**src/rtl/cpu_pkg.sv**
```systemverilog
// Shared CPU front-end types and constants used by the fetch unit.
package cpu_pkg;
    typedef enum logic [1:0] {
        IDLE = 2'd0,
        REQ  = 2'd1,
        DONE = 2'd2
    } fetch_state_t;

    localparam logic [31:0] NOP_INSTR             = 32'h0000_0013;
    localparam int          FETCH_TIMEOUT_DEFAULT = 255;
endpackage

```
**src/rtl/instr_fetch_if.sv**
```systemverilog
// Instruction-side memory bus between the fetch unit and the bus arbiter.
interface instr_fetch_if;
    logic        mem_ren;
    logic [31:0] mem_addr;
    logic        mem_ack;
    logic [31:0] mem_rdata;

    modport master (output mem_ren, mem_addr, input  mem_ack, mem_rdata);
    modport slave  (input  mem_ren, mem_addr, output mem_ack, mem_rdata);
endinterface

```
**src/rtl/fetch_timer.sv**
```systemverilog
// Fetch timeout counter: cleared while the fetch FSM is idle, counts unacked REQ cycles.
module fetch_timer #(
    parameter int TIMEOUT = 255,
    parameter int CNT_W   = 8
) (
    input  logic clk,
    input  logic nRST,
    input  logic clr,
    input  logic en,
    output logic expired
);
    logic [CNT_W-1:0] cnt;

    always_ff @(posedge clk) begin
        if (!nRST)    cnt <= '0;
        else if (clr) cnt <= '0;
        else if (en)  cnt <= cnt + 1'b1;
    end

    // Flags the cycle whose increment brings the count to TIMEOUT, so the
    // abort lands exactly TIMEOUT request cycles after the fetch started.
    assign expired = en && (({1'b0, cnt} + 1'b1) == (CNT_W+1)'(TIMEOUT));
endmodule

```
**src/rtl/instr_fetch.sv**
```systemverilog
// Instruction fetch unit: consumes PCaddr, reads instruction memory, strobes iready.
module instr_fetch
    import cpu_pkg::*;
#(
    parameter int          TIMEOUT  = FETCH_TIMEOUT_DEFAULT,
    parameter int          CNT_W    = 8,
    parameter logic [31:0] NOP_WORD = NOP_INSTR
) (
    input  logic         clk,
    input  logic         nRST,
    input  logic [31:0]  PCaddr,
    input  logic         halt,
    input  logic         dmem_pending,
    instr_fetch_if.master mem,
    output logic [31:0]  instr,
    output logic         iready,
    output logic         ifault
);
    localparam logic [1:0] S_IDLE = 2'(IDLE);
    localparam logic [1:0] S_REQ  = 2'(REQ);
    localparam logic [1:0] S_DONE = 2'(DONE);

    logic [1:0] state;
    logic       start, tmr_clr, tmr_en, expired;

    // Data-side traffic owns the bus until it drops; only checked before a fetch starts.
    assign start   = !halt && !dmem_pending && !ifault;
    assign tmr_clr = (state == S_IDLE);
    assign tmr_en  = (state == S_REQ) && !mem.mem_ack;

    fetch_timer #(.TIMEOUT(TIMEOUT), .CNT_W(CNT_W)) u_timer (
        .clk     (clk),
        .nRST    (nRST),
        .clr     (tmr_clr),
        .en      (tmr_en),
        .expired (expired)
    );

    always_ff @(posedge clk) begin
        if (!nRST) begin
            state        <= S_IDLE;
            mem.mem_ren  <= 1'b0;
            mem.mem_addr <= '0;
            instr        <= NOP_WORD;
            iready       <= 1'b0;
            ifault       <= 1'b0;
        end else begin
            case (state)
                S_IDLE: begin
                    if (start) begin
                        if (PCaddr[1:0] != 2'b00) begin
                            ifault <= 1'b1;
                        end else begin
                            mem.mem_addr <= PCaddr;
                            mem.mem_ren  <= 1'b1;
                            state        <= S_REQ;
                        end
                    end
                end
                S_REQ: begin
                    if (mem.mem_ack) begin
                        instr       <= mem.mem_rdata;
                        iready      <= 1'b1;
                        mem.mem_ren <= 1'b0;
                        state       <= S_DONE;
                    end else if (expired) begin
                        mem.mem_ren <= 1'b0;
                        ifault      <= 1'b1;
                        state       <= S_IDLE;
                    end
                end
                S_DONE: begin
                    iready <= 1'b0;
                    state  <= S_IDLE;
                end
                default: state <= S_IDLE;
            endcase
        end
    end
endmodule

```
**src/flat_wrapper.sv**
```systemverilog
// flat-port wrapper written by rule: the top's interface ports become plain ports
module instr_fetch_flat import cpu_pkg::*;
#(
    parameter int          TIMEOUT  = FETCH_TIMEOUT_DEFAULT,
    parameter int          CNT_W    = 8,
    parameter logic [31:0] NOP_WORD = NOP_INSTR
)
  (clk, nRST, PCaddr, halt, dmem_pending, instr, iready, ifault, mem_mem_ren, mem_mem_addr, mem_mem_ack, mem_mem_rdata);
  instr_fetch_if mem_i ();
  input  logic clk;
  input  logic nRST;
  input  logic [31:0] PCaddr;
  input  logic halt;
  input  logic dmem_pending;
  output logic [31:0] instr;
  output logic iready;
  output logic ifault;
  output wire logic [$bits(mem_i.mem_ren)-1:0] mem_mem_ren;
  output wire logic [$bits(mem_i.mem_addr)-1:0] mem_mem_addr;
  input wire logic [$bits(mem_i.mem_ack)-1:0] mem_mem_ack;
  input wire logic [$bits(mem_i.mem_rdata)-1:0] mem_mem_rdata;
  assign mem_mem_ren = mem_i.mem_ren;
  assign mem_mem_addr = mem_i.mem_addr;
  assign mem_i.mem_ack = mem_mem_ack;
  assign mem_i.mem_rdata = mem_mem_rdata;
  instr_fetch #(.TIMEOUT(TIMEOUT), .CNT_W(CNT_W), .NOP_WORD(NOP_WORD)) u_core (.clk(clk), .nRST(nRST), .PCaddr(PCaddr), .halt(halt), .dmem_pending(dmem_pending), .mem(mem_i), .instr(instr), .iready(iready), .ifault(ifault));
endmodule
```
**config.mk**
```make
export PLATFORM = sky130hd
export DESIGN_NAME = instr_fetch_flat
export DESIGN_NICKNAME = d
export VERILOG_FILES = /design/src/rtl/cpu_pkg.sv /design/src/rtl/instr_fetch_if.sv /design/src/rtl/fetch_timer.sv /design/src/rtl/instr_fetch.sv /design/src/flat_wrapper.sv
export SDC_FILE = /design/constraint.sdc
export NUM_CORES = 1
export LEC_CHECK = 0
export ABC_AREA = 1
export BUFFER_PORTS_ARGS = -buffer_cell sky130_fd_sc_hd__buf_4
export CORE_ASPECT_RATIO = 0.9
export CORE_MARGIN = 3
export CORE_UTILIZATION = 48
export CTS_BUF_LIST = sky130_fd_sc_hd__clkbuf_8
export DETAILED_ROUTE_END_ITERATION = 12
export PLACE_DENSITY = 0.92
export SYNTH_ARGS = -nofsm -noshare
export SYNTH_HDL_FRONTEND = slang
export SYNTH_SLANG_ARGS = --single-unit
```
**constraint.sdc**
```tcl
create_clock -name clk -period 1.9 [get_ports clk]
set_clock_uncertainty 0.1 [all_clocks]
set_input_delay 0.285 -clock clk [delete_from_list [all_inputs] [get_ports clk]]
set_output_delay 0.285 -clock clk [all_outputs]
set_load 0.03 [all_outputs]
```
==> summary.md <==
| Metric | Value |
|---|---|
| Routed WL | `7540 um` |
| Die Wd | `87.9 um` |
| Tmin final | `1.64 ns` |
| Multiplexer share of the synthesized area | `0%` |
| Core area | `0.00576 mm^2` |
| Postcts setup bufs | `0` |
| Fmax achieved | `0.609 GHz` |
| Layout cell share with drive strength beyond 1 | `33.9%` |
| Vias per cell | `4.88` |
| Chip height | `79.7 um` |
| Max-cap violations | `0` |
| Synth Cell Area | `0.00290 mm^2` |
| Crit share post-route | `86.4%` |
| Grt ovf | `0` |
| Crit Path Class | `reg -> reg` |
| Post-Synth Adder-Cell Area | `0.863%` |
| YS warnings | `0` |
| Post-Synth XOR/XNOR Area | `0.302%` |
| Critical Path AT | `1.77 ns` |
| Latest clock arrival within the worst-skew pair | `0.34 ns` |
| Clock buffer count from CTS | `9` |
| Top-count cell post-synth | `nand2_1` |
| Port Buffers | `135` |
| First-pass GRT wire length | `11800 um` |
| Slowest-stage cell, CP | `dfxtp_1` |
| Hold Violations, Final | `0` |
| Share of the synthesized area in the top cell type | `53.2%` |
| P&R area growth vs syn | `43.9%` |
| Routed Antenna Nets | `0` |
| Syn_nets | `448` |
| Async SR Flop Fraction | `0%` |
| Hold Slack | `0.0318 ns` |
| Crit-path max FO | `4` |
| Worst slew pin tran | `0.327 ns` |
| Vias post-DR | `2857` |
| Gp weighted congestion | `0.892` |
| Yosys top cell by area | `dfxtp_1` |
| ANT cells | `0` |
| Setup Viol. Count Final | `0` |
| Pwr Density | `781 mW/mm^2` |
| CTS Sinks | `77` |
| Average cell area after synthesis | `7.69 um^2` |
| Ys flop type | `dfxtp_1` |
| FF+latch count, synth | `77` |
| Crit start category | `flip-flop` |
| Cells after Synth | `377` |
| Post-CTS sizing | `0` |
| Setup TNS | `0 ns` |
| Worst EP required | `2.02 ns` |
| Drt wl/cell | `12.9 um` |
| Die ar. | `0.00701 mm^2` |
| Hold bufs inserted after CTS | `0` |
| DRC viols | `0` |
| Initial core utilization | `50.3%` |
| # IOs | `136` |
| H-Tree Depth | `3` |
| Post-synth EDFFs | `0` |
| Hold Crit Class | `in -> reg` |
| GRT Total Usage | `21.7%` |
| Synth Area in Simple Gates | `26.1%` |
| Row cnt | `26` |
| Clk slew on worst S/H paths | `0.08 ns` |
| Leak | `1.81 nW` |
| CP cell instances | `ha_1, nand2_1, inv_1, nor2_1, nand3_1, nor2_2, nand3_2, nand2_2, nand3_2, nand2_1, a21oi_2` |
| Pin count of the biggest net entering global routing | `37` |
| CTS tree | `done` |
| Peak supply drop | `0.442 mV` |
| Share of the yosys chip area belonging to registers | `53.2%` |
| 1st-iter DRT viols | `108` |
| Netlist cell types | `24` |
| Fin. max-slew vios | `0` |
| Clk Tree Root Cell | `clkbuf_8` |
| Synth top area cells | `dfxtp_1, nand2_1, nor2_1` |
| RSZ-0062 raised after global routing | `no` |
| Synth Area in Compound Gates | `14.0%` |
| Status | `finished, final reports clean` |
| Clock Path Buffers | `2` |
| Largest family of logic cells by synthesized area | `simple AND/OR/NAND/NOR gates` |
| Detailed Routing Iterations Pass 1 | `5` |
| Final Net Count | `582` |
| Worst rel slew slack | `78.2%` |
| DP HPWL | `5610 um` |
| Initial antenna violation count | `0` |
| Critical Path Sink Type | `flip-flop` |
| Vias in the first global route | `2677` |
| Worst path max stage delay | `0.35 ns` |
| Synth cell count leaders | `nand2_1, dfxtp_1, nor2_1` |
-- where the power goes --
part           internal [mW]  switching, mW
logic                  0.163          0.171
registers               1.64         0.0170
clock network          0.652          0.609
-- routing by layer --
metal | track usage, % | vias up | part of all wire, %
li1 | - | 1472 | -
met1 | 23.1 | 1309 | 39
met2 | 39.3 | 67 | 55
met3 | 7.64 | 9 | 5.3
met4 | 7.67 | 0 | 1.6
met5 | 0 | - | 0
-- metrics by stage --
stage               instances  utilization (%)  total power, mW  setup WS [ns]  area (um^2)
floorplan                 377                -             1.86          0.407         2900
finish                    586             72.4             3.26          0.258         4170
global placement          570             68.9             2.03          0.336         3970
CTS                       586             72.4             3.30          0.250         4170
global route              586             72.4             3.40         0.0239         4170
detailed placement        570             68.9             2.03          0.262         3970
-- final timing paths --
kind | from | to | slack [ns] | cells past startpoint
setup / recovery | u_core.u_timer.cnt[0] | u_core.mem.mem_ren | 0.26 | 11
hold reg to reg | u_core.mem.mem_addr[0] | u_core.mem.mem_addr[0] | 0.35 | 2
hold / removal | mem_mem_rdata[0] | u_core.instr[0] | 0.03 | 3
setup reg to reg | u_core.u_timer.cnt[0] | u_core.mem.mem_ren | 0.26 | 11
-- area by class of cell --
class / instances / area (um^2)
Sequential cell: 77 / 1540
Fill cell: 450 / 1590
Inverter: 16 / 60.1
Tap cell: 70 / 87.6
Multi-Input combinational cell: 265 / 1200
Clock inverter: 6 / 68.8
Clock buffer: 10 / 138
Timing Repair Buffer: 142 / 1080
-- kinds of logic (layout without fill, tap and decap cells) --
logic type	count (synthesis)	in the layout
adders and majority gates	2	2
xor gates and xnor gates	1	1
DFF	77	77
buffers and inverters	35	174
AOI/OAI and AO/OA	78	78
and+or+nand+nor	184	184
-- layout by cell type (no fill, tap or decap) --
cell and instances:
a211oi_1 2, a21oi_1 38, a21oi_2 1, buf_12 1, buf_4 141, bufinv_16 1
clkbuf_8 10, clkinv_2 1, clkinv_4 1, clkinvlp_4 1, dfxtp_1 77, ha_1 2
inv_1 12, inv_2 4, inv_6 2, nand2_1 88, nand2_2 3, nand3_1 9
nand3_2 3, nand3b_1 1, nand4_1 1, nor2_1 71, nor2_2 5, nor2_4 1
nor3_1 2, o211ai_1 1, o21ai_0 34, o21bai_1 2, xor2_1 1
-- state kept, by name (all words and copies together) (netlist names) --
| name | flops |
|---|---|
| u_core.instr | 32 |
| u_core.mem.mem_addr | 32 |
| u_core.u_timer.cnt | 8 |
| u_core.state | 2 |
| u_core.ifault | 1 |
| u_core.iready | 1 |
| u_core.mem.mem_ren | 1 |
-- worst max-delay path: cells and delay by family, from the launching register on --
kind,cells,cell delay [ns]
flip-flops,1,0.35
AND/OR/NAND/NOR,8,0.73
buffers and inverters,1,0.05
adder cells (fa/ha/maj),1,0.25
AO/OA/AOI/OAI,1,0.05
Note: power is estimated with default switching activity, not from simulation.
